<file path="src/rtl/stream_pkg.sv">
// Shared types and helpers for the stream width-down-converter.
package stream_pkg;

    localparam int LSB_FIRST_ORDER = 1;
    localparam int MSB_FIRST_ORDER = 0;

    typedef enum logic {
        IDLE = 1'b0,
        SEND = 1'b1
    } ser_state_t;

    // Beat counter width; never narrower than one bit, even when RATIO is 1.
    function automatic int beats_cnt_w(int ratio);
        return (ratio <= 2) ? 1 : $clog2(ratio);
    endfunction

endpackage

</file>
<file path="src/rtl/stream_serializer_if.sv">
// Wide-word input and narrow-beat output handshakes of the serializer.
interface stream_serializer_if #(
    parameter int IN_WIDTH  = 32,
    parameter int OUT_WIDTH = 8,
    parameter int CNT_W     = 2
);
    logic [IN_WIDTH-1:0]  in_data;
    logic [CNT_W-1:0]     in_nbeats;
    logic                 in_valid;
    logic                 in_ready;
    logic [OUT_WIDTH-1:0] out_data;
    logic                 out_valid;
    logic                 out_last;
    logic                 out_ready;

    modport master (
        output in_data, in_nbeats, in_valid, out_ready,
        input  in_ready, out_data, out_valid, out_last
    );

    modport slave (
        input  in_data, in_nbeats, in_valid, out_ready,
        output in_ready, out_data, out_valid, out_last
    );
endinterface

</file>
<file path="src/rtl/stream_serializer.sv">
// Splits one wide word into up to RATIO narrow beats, flagging the final beat with out_last.
module stream_serializer
    import stream_pkg::*;
#(
    parameter int IN_WIDTH  = 32,
    parameter int OUT_WIDTH = 8,
    parameter int LSB_FIRST = LSB_FIRST_ORDER
) (
    input  logic               clk,
    input  logic               rst_n,
    stream_serializer_if.slave bus
);

    localparam int RATIO = IN_WIDTH / OUT_WIDTH;
    localparam int CNT_W = beats_cnt_w(RATIO);
    localparam logic [CNT_W-1:0] MAX_NBEATS = CNT_W'(RATIO - 1);

    if (IN_WIDTH % OUT_WIDTH != 0) begin : g_bad_ratio
        $error("stream_serializer: IN_WIDTH must be a multiple of OUT_WIDTH");
    end
    if (LSB_FIRST != LSB_FIRST_ORDER && LSB_FIRST != MSB_FIRST_ORDER) begin : g_bad_order
        $error("stream_serializer: LSB_FIRST must be 0 or 1");
    end

    ser_state_t           state_q;
    logic [IN_WIDTH-1:0]  shift_q;
    logic [IN_WIDTH-1:0]  shift_d;
    logic [CNT_W-1:0]     remaining_q;
    logic [CNT_W-1:0]     nbeats_d;
    logic                 out_valid_q;
    logic                 out_last_q;
    logic                 in_ready;
    logic                 in_hs;
    logic                 out_hs;

    // A new word may enter while the last beat of the current one leaves, giving zero-bubble words.
    assign in_ready = (state_q == IDLE) || (out_valid_q && out_last_q && bus.out_ready);
    assign in_hs    = bus.in_valid && in_ready;
    assign out_hs   = out_valid_q && bus.out_ready;

    always_comb begin
        nbeats_d = (bus.in_nbeats > MAX_NBEATS) ? MAX_NBEATS : bus.in_nbeats;
        if (LSB_FIRST == LSB_FIRST_ORDER) begin
            shift_d = shift_q >> OUT_WIDTH;
        end else begin
            shift_d = shift_q << OUT_WIDTH;
        end
    end

    always_ff @(posedge clk or negedge rst_n) begin
        if (!rst_n) begin
            state_q     <= IDLE;
            shift_q     <= '0;
            remaining_q <= '0;
            out_valid_q <= 1'b0;
            out_last_q  <= 1'b0;
        end else if (in_hs) begin
            state_q     <= SEND;
            shift_q     <= bus.in_data;
            remaining_q <= nbeats_d;
            out_valid_q <= 1'b1;
            out_last_q  <= (nbeats_d == '0);
        end else if (out_hs) begin
            if (out_last_q) begin
                state_q     <= IDLE;
                shift_q     <= '0;
                remaining_q <= '0;
                out_valid_q <= 1'b0;
                out_last_q  <= 1'b0;
            end else begin
                shift_q     <= shift_d;
                remaining_q <= remaining_q - CNT_W'(1);
                out_last_q  <= (remaining_q == CNT_W'(1));
            end
        end
    end

    assign bus.in_ready  = in_ready;
    assign bus.out_valid = out_valid_q;
    assign bus.out_last  = out_last_q;

    if (LSB_FIRST == LSB_FIRST_ORDER) begin : g_lsb_out
        assign bus.out_data = shift_q[OUT_WIDTH-1:0];
    end else begin : g_msb_out
        assign bus.out_data = shift_q[IN_WIDTH-1 -: OUT_WIDTH];
    end

endmodule

</file>
<file path="src/flat_wrapper.sv">
// flat-port wrapper written by rule: the top's interface ports become plain ports
module stream_serializer_flat import stream_pkg::*;
#(
    parameter int IN_WIDTH  = 32,
    parameter int OUT_WIDTH = 8,
    parameter int LSB_FIRST = LSB_FIRST_ORDER
)
  (clk, rst_n, bus_in_data, bus_in_nbeats, bus_in_valid, bus_out_ready, bus_in_ready, bus_out_data, bus_out_valid, bus_out_last);
  stream_serializer_if #(.IN_WIDTH(IN_WIDTH), .OUT_WIDTH(OUT_WIDTH), .CNT_W(2)) bus_i ();
  input  logic clk;
  input  logic rst_n;
  input wire logic [$bits(bus_i.in_data)-1:0] bus_in_data;
  input wire logic [$bits(bus_i.in_nbeats)-1:0] bus_in_nbeats;
  input wire logic [$bits(bus_i.in_valid)-1:0] bus_in_valid;
  input wire logic [$bits(bus_i.out_ready)-1:0] bus_out_ready;
  output wire logic [$bits(bus_i.in_ready)-1:0] bus_in_ready;
  output wire logic [$bits(bus_i.out_data)-1:0] bus_out_data;
  output wire logic [$bits(bus_i.out_valid)-1:0] bus_out_valid;
  output wire logic [$bits(bus_i.out_last)-1:0] bus_out_last;
  assign bus_i.in_data = bus_in_data;
  assign bus_i.in_nbeats = bus_in_nbeats;
  assign bus_i.in_valid = bus_in_valid;
  assign bus_i.out_ready = bus_out_ready;
  assign bus_in_ready = bus_i.in_ready;
  assign bus_out_data = bus_i.out_data;
  assign bus_out_valid = bus_i.out_valid;
  assign bus_out_last = bus_i.out_last;
  stream_serializer #(.IN_WIDTH(IN_WIDTH), .OUT_WIDTH(OUT_WIDTH), .LSB_FIRST(LSB_FIRST)) u_core (.clk(clk), .rst_n(rst_n), .bus(bus_i));
endmodule
</file>
<file path="config.mk">
export PLATFORM = sky130hd
export DESIGN_NAME = stream_serializer_flat
export DESIGN_NICKNAME = d
export VERILOG_FILES = /design/src/rtl/stream_pkg.sv /design/src/rtl/stream_serializer_if.sv /design/src/rtl/stream_serializer.sv /design/src/flat_wrapper.sv
export SDC_FILE = /design/constraint.sdc
export NUM_CORES = 1
export LEC_CHECK = 0
export ABC_CLOCK_PERIOD_IN_PS = 1570
export BUFFER_PORTS_ARGS = -buffer_cell sky130_fd_sc_hd__buf_2
export CORE_MARGIN = 2
export CORE_UTILIZATION = 40
export CTS_CLUSTER_DIAMETER = 30
export DETAILED_ROUTE_END_ITERATION = 7
export HOLD_SLACK_MARGIN = 0.02
export PLACE_DENSITY = 0.65
export RECOVER_POWER = 25
export SYNTH_ARGS = -nofsm -noshare
export SYNTH_HDL_FRONTEND = slang
export SYNTH_SLANG_ARGS = --single-unit
</file>
<file path="constraint.sdc">
create_clock -name clk -period 1.57 [get_ports clk]
set_clock_uncertainty 0.15 [all_clocks]
set_input_delay 0.471 -clock clk [delete_from_list [all_inputs] [get_ports clk]]
set_output_delay 0.471 -clock clk [all_outputs]
set_load 0.05 [all_outputs]
</file>
# Word-level counts from Yosys, hierarchy flattened
# Cells that the tools add are included.
# classes
muxes	13
n_lt_le_gt_ge	1
n_eq_ne	1
shift	0
bitwise	1
reduce_logical	9
n_mul	0
addsub	1
div	0
# op_table
operator	n
$mux W32	2
$mux W24	1
$mux W2	4
$mux W1	6
$logic_and A1 B1 Y1	4
$reduce_bool A2 Y1	2
$eq A2 B1 Y1 const B	1
$gt A2 B2 Y1 const B	1
$logic_not A2 Y1	1
$reduce_and A2 Y1	1
$sub A2 B1 Y2 const B	1
$logic_or A1 B1 Y1	1
$not A1 Y1	1
# word_totals
register_bits	36
output_inout_bits	11
mem_bits_ro	0
ram_bits	0
in_bits	38
elab_cells	30
n_memories	0
latchBits	0

# Logic depth before layout (Yosys ltp)
# Gate-level depths: netlist of the first run.
# logic_depth
depth_word	6
mapped_depth	5
depth_no_buf	5

# Least setup slack after synthesis of the first run
# No wires, ideal clock.
# synth_path
kind	flip-flop to output port
startpoint	register u_core.state_q
endpoint	output bus_in_ready
path_buffers	2
path_stages_with_launch	4
t_arrival_ns	1.291
path_slack_ns	-0.342
t_required_ns	0.949
path_cell_list	dfrtp_1 > a21bo_1 > buf_6 > buf_6
# synth_between
elab_chain_len	3
word_cells_on_any_way	4
cone_classes	bitwise: 1; reduce/logical: 3
# synth_rtl
item	line_no	source
start, declared	stream_serializer.sv:25	ser_state_t state_q;
start signal, assigned	stream_serializer.sv:52	state_q <= IDLE;
start signal, assigned	stream_serializer.sv:58	state_q <= SEND;
start signal, assigned	stream_serializer.sv:65	state_q <= IDLE;
$logic_and A1 B1 Y1 (2 in a row)	-	
$logic_or A1 B1 Y1 *	stream_serializer.sv:37	assign in_ready = (state_q == IDLE) || (out_valid_q && out_last_q && bus.out_ready);
end, declared	flat_wrapper.sv:16	output wire logic [$bits(bus_i.in_ready)-1:0] bus_in_ready;
# Every way passes the cells marked *; elsewhere a longest branch is shown, timed or not.

# Final worst setup path of the first run
# layout_path
startpoint	register u_core.out_last_q, in the netlist u_core.bus.out_last
endpoint	output bus_in_ready
# layout_between
elab_chain_len	3
# layout_rtl
item	line_no	source
start, declared	stream_serializer.sv:31	logic out_last_q;
start signal, assigned	stream_serializer.sv:62	out_last_q <= (nbeats_d == '0);
start signal, assigned	stream_serializer.sv:73	out_last_q <= (remaining_q == CNT_W'(1));
$logic_and A1 B1 Y1 (2 in a row)	stream_serializer.sv:37	
$logic_or A1 B1 Y1	stream_serializer.sv:37	
# Every way passes these cells.

==> results of run 1 <==
## kinds of logic (layout without fill, tap and decap cells)
family                     Yosys count  count (layout)
adders and majority gates            1               1
and+or+nand+nor                     58              58
muxes                                2               2
AOI/OAI and AO/OA                   64              64
buffers and inverters               27              82
DFF                                 36              36
## final timing paths
path                                      from               endpoint  slack (ns)
min in group asynchronous                rst_n  u_core.remaining_q[1]        0.50
setup / recovery           u_core.bus.out_last           bus_in_ready       -0.14
setup reg to reg                u_core.state_q      u_core.shift_q[3]       -0.06
hold reg to reg             u_core.shift_q[30]     u_core.shift_q[30]        0.34
hold / removal                 bus_in_data[27]     u_core.shift_q[27]        0.26
max in group asynchronous                rst_n     u_core.shift_q[18]        0.33
## metrics by stage
| stage | TNS, ns | utilization (%) |
|---|---|---|
| floorplan | -1.038 | - |
| global placement | -1.532 | 48.33 |
| detailed placement | -1.629 | 48.33 |
| CTS | -0.2294 | 52.75 |
| global route | -2.049 | 61.96 |
| finish | -1.022 | 61.96 |
## where the power goes
part / total [mW] / internal, mW / switching, mW / leakage (nW)
Sequential: 1.64 / 1.29 / 0.345 / 0.435
Combinational: 2.58 / 1.16 / 1.42 / 0.680
Clock: 0.801 / 0.471 / 0.330 / 0.0552
## worst max-delay path, delay by kind of cell (launching register included)
kind | cells | cell delay [ns]
AO/OA/AOI/OAI | 1 | 0.22
flip-flops | 1 | 0.43
buffers and inverters | 1 | 0.15
## cell usage in the layout (no fill, tap or decap), types with 2 or more instances in the layout
cell type   n
buf_8       2
nor2b_1    25
dfrtp_1    34
clkbuf_16   3
buf_2      36
buf_12      4
a32oi_1    24
dfrtp_2     2
buf_6       5
a22o_1      8
nor2_4     23
nor2_2      3
a32oi_2     2
a21oi_2    15
nand2_1     2
buf_4      17
clkbuf_4    4
nand2b_1    2
a21oi_1    11
clkbuf_8    5
## cell type report
cell class	instances	share of cell area [%]
multi-input cells	125	38.79
flip-flops and latches	36	33.03
repair buffers	73	21.73
clock buffers	6	2.653
well taps	52	2.379
clock inverters	2	1.281
inverters	1	0.1372
## per-layer routing
layer	up-vias	GRT usage, %
met4	0	6.289
met3	4	4.583
li1	783	-
met2	51	24.46
met5	-	0
met1	795	24.05
## timing repair
action | 4_1_cts | 5_1_grt
hold endpoints to repair | 13 | 0
setup endpoints to repair | 3 | 37
gates resized for setup | 11 | 85
hold buffers | 1 | 0
gates cloned | 0 | 6
pin swaps | 2 | 3
setup buffers | 5 | 0
## state kept, by name, indices dropped and copies added, names as in the netlist
signal / count
u_core.shift_q: 32
u_core.remaining_q: 2
u_core.bus.out_last: 1
u_core.state_q: 1
==> reports/qor.csv, run 1 <==
stage,metric,value,unit
detailed_routing,antenna_left,0,
min_path,whs_path_depth,2,
logic_synthesis,synth_cell_type_count,23,
detailed_routing,viasPerCell,5.536,
timing,max_slew.worst_pin.slew,0.3726,ns
timing,finalHoldViolations,0,
finish,antenna_cells,0,
status,status,"finished, violations left",
clock_tree,numCtsBuffers,5,
logic_synthesis,synth_edf_count,0,
logic_synthesis,synth_top_family_by_area,compound AO/OA/AOI/OAI gates,
clock_tree,cts.reportedPaths.clkPinSlew,0.07,ns
finish,multi_input_area,1061,µm²
setup_path,cp_data_required_time,0.95,ns
timing,post-route-min-period,1.707,ns
detailed_routing,drtPass1Iterations,4,
logic_synthesis,synth_mux_area_share,1.139,%
logic_synthesis,synthAdderAreaFrac,0.6698,%
timing,rsz0062_at_grt,true,
placement,port_buffers,48,
global_route,antenna_found_initial,0,
timing,whs,0.2555,ns
finish,nets,281,
pwr,power_density,1835,nW/µm²
logic_synthesis,synth-seq-area-share,48.23,%
logic_synthesis,postSynthCellCount,188,
timing,finalWorstSetupSlack,-0.1370,ns
setup_path,reg2regPathDepth,6,
finish,synthToLayoutAreaGrowth,46.42,%
setup_path,crit_chain,a21bo_4 -> buf_8,
global_route,grt_usage,16.87,%
finish,fill_cells,362,
placement,gp_congestion,0.7408,
global_route,grt_pass1_vias,1443,
logic_synthesis,netlist_top_cells_count,"36 x dfrtp_1, 27 x nor2_1, 26 x a21oi_1, 26 x a32oi_1, 25 x nor2b_1",
detailed_routing,top_layer_used,met4,
logic_synthesis,ys.flop_type,dfrtp_1,
min_path,hp-class,in2reg,
logic_synthesis,synthArstFlopShare,100.0,%
clock_tree,numClockSinks,36,
logic_synthesis,syn_avg_cell_area,9.936,µm²
floorplanning,die_x,72.34,µm
setup_path,arrival,1.09,ns
detailed_routing,met1Wirelength,2130,µm
job,max_cap_viol_count,0,
timing,slew_viol_final,0,
detailed_routing,wl_met2,2421,µm
logic_synthesis,synth_largest_area_cell,dfrtp_1,
finish,final_area,2735,µm²
setup_path,critical-path-max-stage-delay,0.43,ns
floorplanning,dieArea,5233,µm²
floorplanning,start_util,42.32,%
finish,stdcell_count,295,
clock_tree,h-tree-depth,2,
pwr,leakagePower,1.170,nW
finish,final_layout_size_suffix_gt1_share,52.67,%
timing,fin_crit_sh,108.7,%
logic_synthesis,synth_area,1868,µm²
placement,dp_hpwl,2782,µm
floorplanning,ios,49,
setup_path,crit_path_top_delay_cell,dfrtp_2,
floorplanning,core_area,4414,µm²
clock_tree,cts-root-buf,clkbuf_8,
logic_synthesis,synth_area_leaders,"dfrtp_1 48%, a32oi_1 12%, nor2b_1 8.4%",
logic_synthesis,yosysWarnings,0,
setup_path,crit_fanout,3,
global_route,gr-total-overflow,0,
detailed_routing,drt_iter0_drc,98,
setup_path,crit_type,reg2out,
global_route,grt_max_degree,53,
timing,setup_viol,29,
detailed_routing,totalWireLength,4917,µm
setup_path,critPathCaptureType,output pin,
floorplanning,rows,24,
pwr,vdd_ir_drop_max,0.7414,mV
logic_synthesis,synth.most_common_cell,dfrtp_1,
timing,max_freq,585.8,MHz
detailed_routing,wl_per_cell,16.67,µm
finish,regArea,903.4,µm²
placement,place_area,2133,µm²
logic_synthesis,synth-compound-area-share,25.32,%
clock_tree,clk_latency,0.28,ns
placement,place_inst,275,
logic_synthesis,synth-simple-area-share,15.61,%
logic_synthesis,yosys.area_share.xor_xnor,0,%
floorplanning,dieHeight,72.34,µm
timing,slew_headroom,75.16,%
setup_path,critPathLaunchType,register,
clock_tree,cts_tree,yes,
clock_tree,clockBufferDepth,2,
pwr,totalPowerFinal,5.019,mW
placement,pre_cts_ws,-0.09322,ns
detailed_routing,num_vias,1633,
detailed_routing,drc,0,
logic_synthesis,synth_seq_cells,36,
global_route,grt_first_pass_wirelength,6879,µm
detailed_routing,met3WireLength,313,µm
logic_synthesis,synthesis.nets,227,
logic_synthesis,synth.top_cell.area_share,48.23,%
status,violations,setup timing,
No activity file was read; power rests on OpenSTA's default activity.
==> run 2: changes to the inputs <==
Settings changed: CORE_MARGIN 2 to not set.
==> reports/qor.csv, run 2 (synthesized netlist as in run 1, its figures left out) <==
stage,metric,value,unit,change
min_path,min_from,bus_in_data[26],,
timing,slew_headroom,76.16,%,+1.0 points
setup_path,rr_startpoint,u_core.bus.out_last,,
floorplanning,dieHeight,70.34,µm,-2.8%
timing,post-route-min-period,1.697,ns,-0.009731 ns
finish,regArea,903.4,µm²,unchanged
finish,largest_register_ffs,32,,unchanged
timing,tns,-0.1952,ns,+0.8264 ns
setup_path,critPathCaptureType,output pin,,
finish,utilization,54.42,%,-7.5 points
clock_tree,clockBufferDepth,2,,unchanged
placement,gp_congestion,0.7200,,-2.8%
status,status,"finished, violations left",,
timing,fin_crit_sh,108.1,%,-0.62 points
finish,synthToLayoutAreaGrowth,28.60,%,
finish,multi_input_area,875.8,µm²,-17%
timing,setup_viol,3,,-90%
floorplanning,ios,49,,unchanged
setup_path,arrival,1.08,ns,about the same
finish,nets,274,,-2.5%
finish,fill_cells,397,,+9.7%
job,max_cap_viol_count,0,,unchanged
setup_path,crit_type,reg2out,,
detailed_routing,wl_met2,2020,µm,-17%
pwr,power_density,1813,nW/µm²,-1.2%
global_route,antenna_found_initial,0,,unchanged
detailed_routing,num_vias,1567,,-4.0%
pwr,leakagePower,1.078,nW,-7.8%
setup_path,cp_data_required_time,0.95,ns,about the same
detailed_routing,drc,0,,unchanged
finish,final_common_cell,buf_2,,
detailed_routing,viasPerCell,5.441,,-1.7%
placement,port_buffers,48,,unchanged
detailed_routing,totalWireLength,4382,µm,-11%
floorplanning,rows,24,,unchanged
pwr,vdd_ir_drop_max,0.7051,mV,-4.9%
detailed_routing,wl_per_cell,15.22,µm,-8.7%
timing,rsz0062_at_grt,true,,
clock_tree,cts.reportedPaths.clkPinSlew,0.07,ns,about the same
clock_tree,numCtsBuffers,5,,unchanged
floorplanning,core_area,4414,µm²,unchanged
floorplanning,dieArea,4948,µm²,-5.5%
detailed_routing,drt_iter0_drc,106,,+8.2%
clock_tree,numClockSinks,36,,unchanged
setup_path,critPathLaunchType,register,,
clock_tree,cts-root-buf,clkbuf_8,,
timing,slew_viol_final,0,,unchanged
finish,antenna_cells,0,,unchanged
global_route,grt_usage,18.30,%,+1.4 points
timing,max_slew.worst_pin.slew,0.3576,ns,-0.01502 ns
detailed_routing,top_layer_used,met4,,
timing,max_freq,589.2,MHz,+0.57%
global_route,grt_first_pass_wirelength,7003,µm,+1.8%
setup_path,timing.critical_path.from,u_core.bus.out_last,,
finish,reg_top3,"u_core.shift_q (32), u_core.remaining_q (2)",,
status,violations,setup timing,,
clock_tree,h-tree-depth,2,,unchanged
timing,finalWorstSetupSlack,-0.1272,ns,+0.009731 ns
finish,final_cell_mix,"44 x buf_2, 34 x dfrtp_1, 26 x nor2_1",,
placement,dp_hpwl,2779,µm,about the same
detailed_routing,met3WireLength,227,µm,-27%
global_route,gr-total-overflow,0,,unchanged
global_route,grt_pass1_vias,1432,,-0.76%
detailed_routing,antenna_left,0,,unchanged
min_path,hp-class,in2reg,,
clock_tree,clk_latency,0.29,ns,about the same
placement,place_inst,275,,unchanged
setup_path,crit_fanout,2,,-1
floorplanning,die_x,70.34,µm,-2.8%
finish,final_layout_size_suffix_gt1_share,36.44,%,-16 points
floorplanning,start_util,42.32,%,unchanged
timing,finalHoldViolations,0,,unchanged
detailed_routing,met1Wirelength,2102,µm,-1.3%
clock_tree,cts_tree,yes,,
finish,largest_register,u_core.shift_q,,
global_route,grt_max_degree,53,,unchanged
detailed_routing,drtPass1Iterations,4,,unchanged
finish,stdcell_count,288,,-2.4%
[run 2: worst paths after layout]
kind / cells past startpoint / slack, ns / endpoint
max in group asynchronous: 3 / 0.13 / u_core.shift_q[13]
worst min-delay path: 2 / 0.25 / u_core.shift_q[26]
worst min register to register: 1 / 0.34 / u_core.shift_q[31]
worst max-delay path: 2 / -0.13 / bus_in_ready
min in group asynchronous: 2 / 0.47 / u_core.shift_q[4]
worst max register to register: 5 / 0.03 / u_core.shift_q[10]
[run 2: what timing repair did]
action	4_1_cts	5_1_grt
resized for setup	14	12
hold buffers	1	0
pin swaps	1	3
setup endpoints to repair	3	32
hold endpoints to repair	12	0
buffers inserted	3	0
gates cloned	0	1
[run 2: critical path: stages (launching register included)]
cell and delay (ns):
dfrtp_2 0.41, a21bo_4 0.23, buf_8 0.15
[run 2: final cells by class]
cell class	count	share of cell area, %
clock buffers	8	3.750
well taps	52	2.708
multi-input cells	125	36.46
repair buffers	66	19.32
flip-flops and latches	36	37.60
inverters	1	0.1563
[run 2: layer usage]
layer / up-vias / global-route usage (%)
li1: 773 / -
met1: 747 / 26.38
met2: 43 / 25.61
met3: 4 / 6.926
met4: 0 / 4.667
met5: - / 0
[run 2: through the flow]
| step | power [mW] | worst slack (ns) | hold slack, ns | instance area [µm²] |
|---|---|---|---|---|
| after floorplan | 3.196 | -0.1503 | 0.02541 | 1894 |
| after global placement | 3.396 | -0.1073 | 0.2473 | 2146 |
| after detailed placement | 3.431 | -0.1131 | 0.2496 | 2146 |
| after CTS | 4.259 | -0.1509 | 0.2406 | 2327 |
| after global routing | 4.666 | -0.1629 | 0.2445 | 2402 |
| final | 4.355 | -0.1272 | 0.2513 | 2402 |
[run 2: report_power, final]
part	switching (mW)	internal (mW)
clock	0.315	0.358
combinational	1.31	0.914
sequential	0.173	1.29
==> run 3: changes to the inputs <==
Settings changed: CORE_UTILIZATION 40 to 52, PLACE_DENSITY 0.65 to 0.81.
==> reports/qor.csv, run 3 (synthesized netlist as in run 1, its figures left out) <==
stage,metric,value,unit,change
status,status,"finished, violations left",,
status,violations,setup timing,,
setup_path,critPathLaunchType,register,,
finish,final_common_cell,buf_2,,
detailed_routing,drtPass1Iterations,4,,unchanged
timing,setup_viol,30,,+27
global_route,grt_first_pass_wirelength,6327,µm,-9.7%
pwr,pwr-share-comb,56.6,%,+5.6 points
clock_tree,clk_latency,0.33,ns,+0.04 ns
finish,multi_input_area,1071,µm²,+22%
setup_path,crit_path_top_delay_cell,dfrtp_2,,
floorplanning,start_util,55.11,%,+13 points
detailed_routing,totalWireLength,5427,µm,+24%
timing,slew_headroom,66.90,%,-9.3 points
timing,max_freq,567.5,MHz,-3.7%
setup_path,reg2regPathDepth,6,,+1
global_route,gr-total-overflow,0,,unchanged
finish,reg_top3,"u_core.shift_q (32), u_core.remaining_q (2)",,
detailed_routing,viasPerCell,6.068,,+12%
setup_path,cp_data_required_time,0.95,ns,about the same
pwr,totalPowerFinal,4.905,mW,+13%
setup_path,crit_chain,a21bo_4 -> buf_8,,
pwr,vdd_ir_drop_max,0.8655,mV,+23%
pwr,switching_share,44.67,%,+3.5 points
pwr,power_density,1810,nW/µm²,-0.16%
finish,utilization,79.96,%,+26 points
finish,final_cell_mix,"37 x buf_2, 34 x dfrtp_1, 25 x nor2b_1, 25 x nor2_4, 23 x a32oi_1",,
job,max_cap_viol_count,0,,unchanged
pwr,p_clk_share,9.5,%,-5.9 points
setup_path,crit_type,reg2out,,
placement,port_buffers,48,,unchanged
timing,tns,-1.203,ns,-1.008 ns
pwr,power_switching,2.191,mW,+22%
clock_tree,cts-root-buf,clkbuf_4,,
clock_tree,h-tree-depth,2,,unchanged
setup_path,critical-path-max-stage-delay,0.44,ns,+0.03 ns
clock_tree,clockBufferDepth,2,,unchanged
placement,place_inst,271,,-1.5%
setup_path,crit_fanout,3,,+1
finish,final_layout_size_suffix_gt1_share,52.85,%,+16 points
placement,dp_hpwl,2712,µm,-2.4%
finish,stdcell_count,292,,+1.4%
detailed_routing,wl_met2,2826,µm,+40%
timing,fin_crit_sh,112.2,%,+4.1 points
setup_path,crit_family,flip-flops,,
global_route,grt_max_degree,53,,unchanged
global_route,grt_usage,22.86,%,+4.6 points
pwr,leakagePower,1.165,nW,+8.1%
min_path,whs_path_depth,2,,unchanged
min_path,min_from,bus_in_data[27],,
detailed_routing,antenna_left,0,,unchanged
clock_tree,cts_tree,yes,,
timing,whs,0.2039,ns,-0.04737 ns
finish,fill_cells,208,,-48%
setup_path,r2r_slack,-0.06,ns,-0.09 ns
pwr,p_int,2.714,mW,+5.9%
detailed_routing,met1Wirelength,2171,µm,+3.3%
detailed_routing,top_layer_used,met4,,
detailed_routing,met3WireLength,273,µm,+20%
setup_path,critPathCaptureType,output pin,,
setup_path,rr_startpoint,u_core.state_q,,
finish,antenna_cells,0,,unchanged
clock_tree,cts.reportedPaths.clkPinSlew,0.10,ns,+0.03 ns
min_path,hold_end,u_core.shift_q[27],,
placement,place_area,2141,µm²,-0.23%
global_route,grt_pass1_vias,1493,,+4.3%
timing,max_slew.worst_pin.slew,0.4966,ns,+0.1390 ns
setup_path,arrival,1.14,ns,+0.06 ns
setup_path,rr_endpoint,u_core.shift_q[5],,
timing,post-route-min-period,1.762,ns,+0.06480 ns
placement,gp_congestion,0.8097,,+12%
floorplanning,die_x,61.94,µm,-12%
detailed_routing,wl_per_cell,18.59,µm,+22%
timing,slew_viol_final,0,,unchanged
finish,synthToLayoutAreaGrowth,45.08,%,
floorplanning,core_area,3390,µm²,-23%
timing,rsz0062_at_grt,true,,
clock_tree,numCtsBuffers,5,,unchanged
finish,regArea,903.4,µm²,unchanged
pwr,seqPwrFrac,33.9,%,+0.3 points
detailed_routing,num_vias,1772,,+13%
timing,finalHoldViolations,0,,unchanged
floorplanning,dieArea,3836,µm²,-22%
min_path,hp-class,in2reg,,
floorplanning,dieHeight,61.94,µm,-12%
global_route,antenna_found_initial,0,,unchanged
finish,largest_register,u_core.shift_q,,
finish,nets,285,,+4.0%
detailed_routing,drt_iter0_drc,110,,+3.8%
floorplanning,rows,21,,-13%
placement,pre_cts_ws,-0.09333,ns,+0.01975 ns
finish,final_area,2710,µm²,+13%
finish,largest_register_ffs,32,,unchanged
detailed_routing,drc,0,,unchanged
clock_tree,numClockSinks,36,,unchanged
timing,finalWorstSetupSlack,-0.1920,ns,-0.06480 ns
setup_path,crit_buf_inv,1,,unchanged
floorplanning,ios,49,,unchanged
## run 3: cell type report
class                           instances  area share (%)
Inverter                                1          0.1385
Sequential cell                        36           33.33
Clock buffer                            6           1.524
Clock inverter                          1          0.1847
Tap cell                               46           2.124
Timing Repair Buffer                   77           23.18
Multi-Input combinational cell        125           39.52
## run 3: worst register-to-register path, delay by kind of cell (launching register included)
family | cells | cell delay, ns
buf+inv | 3 | 0.45
flops | 1 | 0.42
mux | 1 | 0.38
simple gates | 1 | 0.11
compound gates | 1 | 0.04
## run 3: how the worst max path moves through the flow
stage | cells after the start | slack (ns) | start | end
after floorplan | 3 | -0.15 | u_core.state_q | bus_in_ready
after global routing | 2 | -0.23 | u_core.bus.out_last | bus_in_ready
after CTS | 2 | -0.20 | u_core.bus.out_last | bus_in_ready
final | 2 | -0.19 | u_core.bus.out_last | bus_in_ready
after detailed placement | 3 | -0.09 | bus_out_ready | bus_in_ready
after global placement | 3 | -0.1 | bus_out_ready | bus_in_ready
## run 3: per-layer routing
layer	up-vias	global-route usage, %
met5	-	0
met4	0	8.571
met3	17	5.590
met2	76	40.40
met1	885	26.90
li1	794	-
## run 3: timing repair
| action | in CTS | in global routing |
|---|---|---|
| resized for setup | 21 | 79 |
| pin swaps | 2 | 2 |
| hold endpoints to repair | 36 | 0 |
| cloned | 0 | 6 |
| setup endpoints to repair | 10 | 45 |
| buffers inserted | 4 | 3 |
| hold buffers | 1 | 0 |
## run 3: power by group through the flow
stage / sequential (mW) / combinational, mW / clock, mW
global placement: 1.47 / 1.91 / 0
floorplan: 1.51 / 1.68 / 0
global route: 1.70 / 2.95 / 0.510
CTS: 1.47 / 2.14 / 0.471
finish: 1.66 / 2.78 / 0.464
detailed placement: 1.48 / 1.95 / 0
